File: config.mk
export PLATFORM = sky130hd
export DESIGN_NAME = phy_reg_commit_writer
export DESIGN_NICKNAME = d
export VERILOG_FILES = /design/src/rtl/phy_reg_commit_writer.sv
export SDC_FILE = /design/constraint.sdc
export NUM_CORES = 1
export LEC_CHECK = 0
export ABC_AREA = 0
export BUFFER_PORTS_ARGS = -buffer_cell sky130_fd_sc_hd__buf_2
export CAP_MARGIN = 20
export CORE_AREA = 2 2 129 131
export CTS_BUF_LIST = sky130_fd_sc_hd__clkbuf_4
export DETAILED_ROUTE_END_ITERATION = 16
export DIE_AREA = 0 0 131 133
export GPL_TIMING_DRIVEN = 0
export PLACE_DENSITY = 0.82
export SLEW_MARGIN = 20
export SYNTH_ARGS = -nofsm -noshare
export SYNTH_HDL_FRONTEND = slang
export SYNTH_SLANG_ARGS = --single-unit
File: constraint.sdc
create_clock -name clk -period 5.4 [get_ports clk]
set_input_delay 0.27 -clock clk [delete_from_list [all_inputs] [get_ports clk]]
set_output_delay 0.27 -clock clk [all_outputs]
set_load 0.02 [all_outputs]
File: src/rtl/phy_reg_commit_writer.sv
// rtl/phy_reg_commit_writer.sv - ALU/MEM result buffer driving the physical regfile commit write port
// Optional first-result bypass around the FIFO: COMMIT_WRITER_BYPASS_EN.
`ifndef PHYSICAL_REG_NUM_WIDTH
`define PHYSICAL_REG_NUM_WIDTH 6
`endif
`ifndef REG_VAL_WIDTH
`define REG_VAL_WIDTH 32
`endif

module phy_reg_commit_writer #(
   parameter int DEPTH = 4,
   parameter int CNT_W = $clog2(DEPTH) + 1
) (
   input  logic                               clk,
   input  logic                               reset,
   input  logic                               flush,
   input  logic                               alu_valid,
   output logic                               alu_ready,
   input  logic [`PHYSICAL_REG_NUM_WIDTH-1:0] alu_dst_reg,
   input  logic [`REG_VAL_WIDTH-1:0]          alu_val,
   input  logic                               alu_reg_wb,
   input  logic                               mem_valid,
   output logic                               mem_ready,
   input  logic [`PHYSICAL_REG_NUM_WIDTH-1:0] mem_dst_reg,
   input  logic [`REG_VAL_WIDTH-1:0]          mem_val,
   input  logic                               mem_reg_wb,
   output logic                               commit_wr_en,
   output logic [`PHYSICAL_REG_NUM_WIDTH-1:0] wr_commit_reg,
   output logic [`REG_VAL_WIDTH-1:0]          commit_wr_val,
   output logic [CNT_W-1:0]                   fifo_count
);
   localparam int PTR_W = $clog2(DEPTH);
   localparam int RW    = `PHYSICAL_REG_NUM_WIDTH;
   localparam int VW    = `REG_VAL_WIDTH;

   logic [RW-1:0]    reg_mem [DEPTH];
   logic [VW-1:0]    val_mem [DEPTH];
   logic [PTR_W-1:0] wr_ptr, rd_ptr;
   logic [CNT_W-1:0] count, free, mem_need;
   logic             alu_real, mem_real, alu_enq, mem_enq;
   logic             alu_q, mem_q, bypass_alu, bypass_mem, deq;

   // Null results (no writeback or r0 target) are swallowed and never need a slot.
   assign alu_real  = alu_reg_wb && (alu_dst_reg != '0);
   assign mem_real  = mem_reg_wb && (mem_dst_reg != '0);
   assign free      = CNT_W'(DEPTH) - count;
   assign mem_need  = CNT_W'(1) + CNT_W'(alu_valid && alu_real);
   assign alu_ready = !flush && (!alu_real || (free >= CNT_W'(1)));
   assign mem_ready = !flush && (!mem_real || (free >= mem_need));
   assign alu_enq   = alu_valid && alu_ready && alu_real;
   assign mem_enq   = mem_valid && mem_ready && mem_real;
   assign deq       = !flush && (count != '0);

`ifdef COMMIT_WRITER_BYPASS_EN
   assign bypass_alu = !flush && (count == '0) && alu_enq;
   assign bypass_mem = !flush && (count == '0) && mem_enq && !alu_enq;
`else
   assign bypass_alu = 1'b0;
   assign bypass_mem = 1'b0;
`endif

   assign alu_q      = alu_enq && !bypass_alu;
   assign mem_q      = mem_enq && !bypass_mem;
   assign fifo_count = count;

   // ALU takes the lower slot; MEM lands one above when both enqueue.
   always_ff @(posedge clk) begin
      if (alu_q) begin
         reg_mem[wr_ptr] <= alu_dst_reg;
         val_mem[wr_ptr] <= alu_val;
      end
      if (mem_q) begin
         reg_mem[wr_ptr + PTR_W'(alu_q)] <= mem_dst_reg;
         val_mem[wr_ptr + PTR_W'(alu_q)] <= mem_val;
      end
   end

   always_ff @(posedge clk or negedge reset) begin
      if (!reset) begin
         wr_ptr <= '0;
         rd_ptr <= '0;
         count  <= '0;
      end else if (flush) begin
         wr_ptr <= '0;
         rd_ptr <= '0;
         count  <= '0;
      end else begin
         wr_ptr <= wr_ptr + PTR_W'(alu_q) + PTR_W'(mem_q);
         if (deq) rd_ptr <= rd_ptr + PTR_W'(1);
         count  <= count + CNT_W'(alu_q) + CNT_W'(mem_q) - CNT_W'(deq);
      end
   end

   always_ff @(posedge clk or negedge reset) begin
      if (!reset) begin
         commit_wr_en  <= 1'b0;
         wr_commit_reg <= '0;
         commit_wr_val <= '0;
      end else if (flush) begin
         commit_wr_en <= 1'b0;
      end else if (deq) begin
         commit_wr_en  <= 1'b1;
         wr_commit_reg <= reg_mem[rd_ptr];
         commit_wr_val <= val_mem[rd_ptr];
      end else if (bypass_alu) begin
         commit_wr_en  <= 1'b1;
         wr_commit_reg <= alu_dst_reg;
         commit_wr_val <= alu_val;
      end else if (bypass_mem) begin
         commit_wr_en  <= 1'b1;
         wr_commit_reg <= mem_dst_reg;
         commit_wr_val <= mem_val;
      end else begin
         commit_wr_en <= 1'b0;
      end
   end
endmodule

==> results of run 1 <==
[worst max path at each step]
stage	end	slack, ns	depth (start not counted)
2_1_floorplan	reg_mem[1][0]$_DFFE_PP_	0.29	6
3_5_place_dp	val_mem[0][7]$_DFFE_PP_	1.13	13
5_1_grt	val_mem[0][16]$_DFFE_PP_	0.74	13
3_3_place_gp	val_mem[3][7]$_DFFE_PP_	-2.17	6
4_1_cts	val_mem[0][16]$_DFFE_PP_	0.99	13
6_report	val_mem[0][16]$_DFFE_PP_	0.91	13
[what timing repair did]
action | 4_1_cts | 5_1_grt
gates resized for setup | 0 | 0
endpoints found under the hold margin | 108 | 0
hold buffers | 53 | 0
[layout make-up]
| cell class | instances | area [µm²] |
|---|---|---|
| Multi-Input combinational cell | 281 | 3580 |
| Timing Repair Buffer | 185 | 1240 |
| Clock inverter | 13 | 181 |
| Buffer | 30 | 176 |
| Fill cell | 1076 | 4820 |
| Antenna cell | 1 | 2.50 |
| Clock buffer | 19 | 143 |
| Sequential cell | 198 | 5720 |
| Tap cell | 220 | 275 |
| Inverter | 9 | 33.8 |
[stage by stage]
step / hold WS, ns / instance area, µm²
after floorplan: -0.0256 / 9470
after global placement: 0.484 / 10400
after detailed placement: 0.361 / 10500
after CTS: 0.000364 / 11400
after global routing: 0.000539 / 11400
final: 0.0225 / 11400
[cell families after synthesis]
kind of cell / synth area share [%]
buffers and inverters: 2.22
AOI/OAI and AO/OA: 1.19
xor gates and xnor gates: 0.555
DFF: 60.4
adders and majority gates: 1.48
muxes: 32.4
and+or+nand+nor: 1.81
[layout by cell type, fill, tap and decap left out, types with 18 or more instances in the layout]
master / netlist / layout
buf_2: 15 / 140
edfxtp_1: 152 / 152
dlygate4sd3_1: 0 / 53
mux4_2: 38 / 38
mux2_4: 18 / 18
dfrtp_1: 46 / 46
mux2_2: 168 / 168
clkbuf_4: 0 / 19
[layer usage]
metal | global-route usage [%] | wire, µm
met5 | 0 | 0
met4 | 10.2 | 532
met3 | 4.73 | 1100
met2 | 43.7 | 11200
met1 | 31.7 | 8430
[critical path, delay by kind of cell, from the launching register on]
family | cells | cell delay, ns
muxes | 1 | 0.38
AOI/OAI and AO/OA | 1 | 0.19
DFF | 1 | 0.49
xor gates and xnor gates | 1 | 0.20
adders and majority gates | 3 | 0.71
buffers and inverters | 4 | 1.11
and+or+nand+nor | 3 | 1.17
[power breakdown]
group | internal [mW] | leakage, nW | total, mW | switching (mW)
sequential | 1.93 | 1.93 | 2.05 | 0.119
clock | 0.377 | 0.174 | 0.867 | 0.490
combinational | 0.825 | 2.11 | 1.73 | 0.905
total | 3.14 | 4.22 | 4.65 | 1.52
==> Implementation_results.wiki, run 1 <==
{| class="wikitable"
! Metric !! Value
|-
| Buffer count from post-CTS setup fixing || 0
|-
| Category of the worst setup path launch point || flop
|-
| Worst Hold Path Cells || 2
|-
| Number of global-route vias before repair || 5951
|-
| Largest registers || val_mem: 128 flops, commit_wr_val: 32 flops, reg_mem: 24 flops
|-
| Cell with the most instances after synthesis || mux2_2
|-
| Clock sinks || 198
|-
| Yosys top cell area share || 48.2%
|-
| Height of the die || 133 µm
|-
| CTS tree || yes
|-
| Reg2reg setup slack || 0.91 ns
|-
| Global-route wire length before repair || 32000 µm
|-
| Number of flip-flops in the largest register || 128
|-
| Most used cell along the critical path || ha_1
|-
| Biggest cell delay along the critical path || 0.56 ns
|-
| Clock root buffer || clkbuf_4
|-
| Total nets after synthesis || 611
|-
| Critical Path Fanout Max || 10
|-
| Sequential cell area fraction in the yosys report || 60.4%
|-
| Launch point of the worst hold path || alu_val[26]
|-
| Setup Viol. Count Final || 0
|-
| Share of synthesized flip-flops with an asynchronous set or reset || 23.2%
|-
| Overflow after GRT || 0
|-
| Top cell type by total area after synthesis || edfxtp_1
|-
| Final WS setup || 0.909 ns
|-
| Number of failing hold endpoints at the final stage || 0
|-
| Longest Clk Path Bufs || 2
|-
| Gate Count Post-Synth || 518
|-
| Beginning of the worst register-to-register path || fifo_count[0]$_DFF_PN0_
|-
| Worst Reg2Reg Path Length in Cells || 13
|-
| Post-synth EDFFs || 152
|-
| Post-DR vias/cell || 5.87
|-
| Post-route non-filler standard cell count || 956
|-
| Largest net degree at the start of global routing || 47
|-
| Number of DRC markers in iteration 0 || 326
|-
| Crit Path Category || reg -> reg
|-
| Total instance count after detailed placement || 870
|-
| Total CTS buffers || 17
|-
| Register with the highest flop count || val_mem
|-
| Initial Util || 58.5%
|-
| Die outline area || 17400 µm²
|-
| DRC violation count after routing || 0
|-
| Unrepaired setup endpoints after global routing || false
|-
| Yosys warning total || 0
|-
| Reg-to-reg critical path endpoint || val_mem[0][16]$_DFFE_PP_
|-
| Most numerous cell types in the synthesized netlist || mux2_2, edfxtp_1, dfrtp_1, mux4_2, mux2_4
|-
| Number of antenna violations at the first check in global routing || 1
|-
| Chip width || 131 µm
|-
| Required time worst endpoint || 5.75 ns
|-
| Post-Place Setup Slack || 1.13 ns
|-
| Worst skew pair latency || 0.59 ns
|-
| HPWL after detailed placement || 13500 µm
|-
| Core occupancy in the finished layout || 70.2%
|-
| Critical Path Sink Type || flop
|-
| Leak pwr || 4.22 nW
|-
| Count of port buffers added during placement || 126
|-
| Slew at the pin with the worst max-slew slack || 0.904 ns
|-
| Final worst path period need || 4.49 ns
|-
| DR WL/cell || 22.3 µm
|-
| Number of nets at the end of the flow || 815
|-
| Largest cells by area after synthesis || edfxtp_1, mux2_2, dfrtp_1
|-
| Status || completed
|-
| Upper clock frequency limit || 0.223 GHz
|-
| Clock-pin slew on the worst setup and hold paths || 0.15 ns
|-
| P per Cell Area || 410 nW/µm²
|-
| Power Total || 4.65 mW
|-
| Overall via count from detail_route || 5608
|-
| Routability congestion estimate from global placement || 0.845
|-
| Share of post-route cells with drive strength above 1 || 57.4%
|-
| Routed wire length || 21300 µm
|-
| CP cell instances || inv_1, ha_1, ha_1, nor4b_1, or3_2, inv_2, ha_1, xor2_1, a211oi_2, nor3b_2, buf_2, mux2_2, dlygate4sd3_1
|-
| Worst slew margin relative to its limit || 39.8%
|-
| Count of cell types in the netlist || 36
|-
| Critical Path Slowest Stage Cell || dlygate4sd3_1
|-
| Synth Cell Area || 9470 µm²
|-
| Crit share post-route || 83.2%
|-
| Arrival time worst endpoint || 4.84 ns
|-
| Path type of the worst min-delay path || in -> reg
|-
| Overall Global Routing Usage || 25.4%
|-
| Final Max Tran Viols || 0
|-
| Main flop type after synthesis || edfxtp_1
|-
| Number of routed nets with antenna violations || 0
|-
| Peak supply drop || 0.291 mV
|-
| Setup TNS Final || 0 ns
|-
| Max_cap viols || 0
|-
| Worst clock skew on the final layout || 0.0200 ns
|-
| Area of the core region || 16200 µm²
|-
| First-pass DRT Iterations || 5
|-
| Origin of the worst setup path || fifo_count[0]$_DFF_PN0_
|-
| Synthesized area per cell || 18.3 µm²
|-
| Cell Rows || 47
|-
| Hold Crit Endpoint || val_mem[0][26]$_DFFE_PP_
|-
| Depth of the CTS H-tree || 4
|-
| Layout area overhead || 20.0%
|-
| Flops & latches, synth || 198
|-
| # IOs || 127
|}
(Power assumes the default switching activity.)
==> run 2: changes to the inputs <==
--- a/config.mk
+++ b/config.mk
@@ -5,15 +5,15 @@
 export SDC_FILE = /design/constraint.sdc
 export NUM_CORES = 1
 export LEC_CHECK = 0
-export ABC_AREA = 0
+export ABC_AREA = 1
 export BUFFER_PORTS_ARGS = -buffer_cell sky130_fd_sc_hd__buf_2
 export CAP_MARGIN = 20
-export CORE_AREA = 2 2 129 131
+export CORE_AREA = 2 2 134 136
 export CTS_BUF_LIST = sky130_fd_sc_hd__clkbuf_4
 export DETAILED_ROUTE_END_ITERATION = 16
-export DIE_AREA = 0 0 131 133
+export DIE_AREA = 0 0 136 138
 export GPL_TIMING_DRIVEN = 0
-export PLACE_DENSITY = 0.82
+export PLACE_DENSITY = 0.81
 export SLEW_MARGIN = 20
 export SYNTH_ARGS = -nofsm -noshare
 export SYNTH_HDL_FRONTEND = slang
==> constraint.sdc (replaced) <==
create_clock -name clk -period 4.17 [get_ports clk]
set_input_delay 0.2085 -clock clk [delete_from_list [all_inputs] [get_ports clk]]
set_output_delay 0.2085 -clock clk [all_outputs]
set_load 0.02 [all_outputs]
==> run 2 against run 1 <==
  * Clock skew down 0.0034 ns
  * Via count rose by 81%
  * Power is 42% higher
  * Clock power increased by 37%
  * Final area up 11%
  * Clock-buffer cell count is 1 higher
  * Sequential power up 28%
  * Final cell count increased by 72%
  * Sequential share of layout area down 4.9 points
  * Wire length up 52%
  * Sequential cell count is the same
  * Critical endpoint is now val_mem[1][27]$_DFFE_PP_
==> Implementation_results.wiki, run 2 <==
{| class="wikitable"
! Metric !! Value
|-
| Count of cell types in the netlist || 27
|-
| Critical Path Fanout Max || 10
|-
| Clock root buffer || clkbuf_4
|-
| Buffer count from post-CTS setup fixing || 0
|-
| Hold Crit Endpoint || val_mem[3][6]$_DFFE_PP_
|-
| Worst clock skew on the final layout || 0.0166 ns
|-
| Power Total || 6.62 mW
|-
| Register with the highest flop count || val_mem
|-
| Chip width || 136 µm
|-
| Depth of the CTS H-tree || 4
|-
| Internal power || 3.87 mW
|-
| Longest Clk Path Bufs || 2
|-
| Placed Instance Area || 11200 µm²
|-
| Layout area overhead || 23.9%
|-
| Synthesized area per cell || 8.81 µm²
|-
| Worst Hold Path Cells || 3
|-
| P per Cell Area || 526 nW/µm²
|-
| Final worst path period need || 3.89 ns
|-
| DRC violation count after routing || 0
|-
| Fraction of power consumed by combinational cells || 42.4%
|-
| Number of flip-flops in the largest register || 128
|-
| Core occupancy in the finished layout || 71.7%
|-
| Area of the core region || 17500 µm²
|-
| Post-DR vias/cell || 6.15
|-
| Share of post-route cells with drive strength above 1 || 16.1%
|-
| Crit Path Category || reg -> reg
|-
| Critical Path Sink Type || flop
|-
| Status || completed
|-
| Reg2reg setup slack || 0.28 ns
|-
| HPWL after detailed placement || 21300 µm
|-
| Sequential cell area fraction in the yosys report || 56.3%
|-
| Unrepaired setup endpoints after global routing || false
|-
| Global-route wire length before repair || 50500 µm
|-
| Main flop type after synthesis || edfxtp_1
|-
| Peak supply drop || 0.265 mV
|-
| Fin Hold WS || 0.0192 ns
|-
| Count of port buffers added during placement || 125
|-
| Yosys warning total || 0
|-
| Arrival time worst endpoint || 4.37 ns
|-
| # IOs || 127
|-
| Number of routed nets with antenna violations || 0
|-
| Required time worst endpoint || 4.65 ns
|-
| Clk pwr share || 18.0%
|-
| Number of antenna violations at the first check in global routing || 1
|-
| Launch point of the worst hold path || mem_val[6]
|-
| Total nets after synthesis || 1245
|-
| Worst skew pair latency || 0.61 ns
|-
| Height of the die || 138 µm
|-
| Share of synthesized flip-flops with an asynchronous set or reset || 23.2%
|-
| Beginning of the worst register-to-register path || fifo_count[0]$_DFF_PN0_
|-
| Worst slew margin relative to its limit || 37.6%
|-
| Category of the worst setup path launch point || flop
|-
| Setup Viol. Count Final || 0
|-
| Path type of the worst min-delay path || in -> reg
|-
| Max_cap viols || 0
|-
| Routed wire length || 32400 µm
|-
| Reg-to-reg critical path endpoint || val_mem[1][27]$_DFFE_PP_
|-
| Largest net degree at the start of global routing || 47
|-
| Number of global-route vias before repair || 9565
|-
| Post-synth EDFFs || 152
|-
| Number of failing hold endpoints at the final stage || 0
|-
| Most frequent cells in the layout || nand2_1, nor2_1, buf_2, nand4_1, edfxtp_1
|-
| Slew at the pin with the worst max-slew slack || 0.933 ns
|-
| Cell with the most instances after synthesis || nand2_1
|-
| Clock sinks || 198
|-
| Gate Count Post-Synth || 1152
|-
| Routability congestion estimate from global placement || 0.986
|-
| Crit share post-route || 93.3%
|-
| Commonest non-fill, non-tap cell in the layout || nand2_1
|-
| First-pass DRT Iterations || 8
|-
| Overall Global Routing Usage || 35.2%
|-
| Number of nets at the end of the flow || 1500
|-
| Net switching fraction of the power || 41.5%
|-
| Yosys top cell area share || 45.0%
|-
| Initial Util || 57.9%
|-
| Most numerous cell types in the synthesized netlist || nand2_1, nor2_1, nand4_1, edfxtp_1, o21ai_0
|-
| Synth Cell Area || 10100 µm²
|-
| DR WL/cell || 19.7 µm
|-
| Overflow after GRT || 0
|-
| Post-route design area || 12600 µm²
|-
| Worst Reg2Reg Path Length in Cells || 17
|-
| Seq pwr share || 39.6%
|-
| Final Max Tran Viols || 0
|-
| Leak pwr || 5.39 nW
|-
| Upper clock frequency limit || 0.257 GHz
|-
| Flops & latches, synth || 198
|-
| Largest cells by area after synthesis || edfxtp_1, nand2_1, dfrtp_1
|-
| NetSw || 2.75 mW
|-
| Die outline area || 18800 µm²
|-
| Total CTS buffers || 17
|-
| Largest registers || val_mem: 128 flops, commit_wr_val: 32 flops, reg_mem: 24 flops
|-
| Clock-pin slew on the worst setup and hold paths || 0.16 ns
|-
| Overall via count from detail_route || 10100
|-
| Top cell type by total area after synthesis || edfxtp_1
|-
| Cell Rows || 49
|-
| Number of DRC markers in iteration 0 || 1793
|-
| CTS tree || yes
|}
run 2: cell count changes after synthesis, moves of 18 or more:
cell / change
a31oi_1: +37
buf_2: +37
clkbuf_1: +30
mux2_2: -168
mux2_4: -18
mux4_2: -38
nand2_1: +316
nand4_1: +157
nor2_1: +205
o21ai_0: +74
run 2: repair_timing:
item,in CTS,in global routing
resized for setup,0,2
setup endpoints to repair,0,52
endpoints found under the hold margin,202,0
hold buffers,107,0
run 2: per-stage QoR:
step | setup WS (ns) | instances | TNS, ns
floorplan | 0.481 | 1152 | 0
global placement | -0.463 | 1506 | -51.60
detailed placement | 0.272 | 1510 | 0
CTS | 0.244 | 1648 | 0
global route | 0.0343 | 1649 | 0
finish | 0.278 | 1649 | 0
run 2: cell type report:
class	instances	area, µm²
clock buffer	20	150
inverter	23	86.3
fill	1269	4960
buffer	100	482
clock inverter	11	183
sequential	198	5720
tap	229	287
antenna	1	2.50
multi-input combinational	831	3880
timing repair buffer	236	1790
run 2: worst max-delay path by stage:
stage                                       start                       end  depth (start not counted)
after global routing      fifo_count[0]$_DFF_PN0_  val_mem[1][27]$_DFFE_PP_                         17
after CTS                 fifo_count[0]$_DFF_PN0_  val_mem[1][28]$_DFFE_PP_                         16
after global placement    fifo_count[0]$_DFF_PN0_   val_mem[2][9]$_DFFE_PP_                         14
after detailed placement  fifo_count[0]$_DFF_PN0_   val_mem[1][6]$_DFFE_PP_                         16
final                     fifo_count[0]$_DFF_PN0_  val_mem[1][27]$_DFFE_PP_                         17
after floorplan           fifo_count[0]$_DFF_PN0_   reg_mem[1][0]$_DFFE_PP_                         15
run 2: routing by layer:
| metal | up-vias | wire (µm) | part of all wire [%] | global-route usage [%] |
|---|---|---|---|---|
| met5 | - | 0 | 0 | 0 |
| met4 | 0 | 1480 | 4.6 | 17.7 |
| met3 | 160 | 4090 | 13 | 6.56 |
| met2 | 867 | 15400 | 48 | 55.8 |
| met1 | 4598 | 11400 | 35 | 46.5 |
| li1 | 4518 | - | - | - |
run 2: critical path: stages (launching register included):
cell and delay [ns]:
dfrtp_1 0.47, inv_1 0.09, ha_1 0.20, ha_1 0.31
inv_1 0.06, nor2_1 0.03, nand4_1 0.08, nand2_1 0.08
nor2_2 0.23, ha_1 0.26, xnor2_2 0.15, inv_2 0.08
nor2_1 0.26, buf_2 0.33, buf_2 0.34, nand4_1 0.16
nand2_1 0.10, dlygate4sd3_1 0.55
run 2: cells by family (layout without fill, tap and decap cells):
family	after synthesis	in the layout	share of synthesized area, %
AOI/OAI and AO/OA	121	121	6.44
DFF	198	198	56.3
adders and majority gates	10	10	1.38
buffers and inverters	123	390	5.60
other	0	1	0
and+or+nand+nor	697	697	29.9
xor gates and xnor gates	3	3	0.333
run 2: power by group through the flow:
| stage | combinational [mW] | clock, mW | sequential, mW |
|---|---|---|---|
| finish | 2.81 | 1.19 | 2.62 |
| global route | 3.04 | 1.24 | 2.65 |
| CTS | 2.72 | 1.18 | 2.61 |
| detailed placement | 2.62 | 0 | 2.66 |
| global placement | 2.52 | 0 | 2.66 |
| floorplan | 1.44 | 0 | 2.87 |
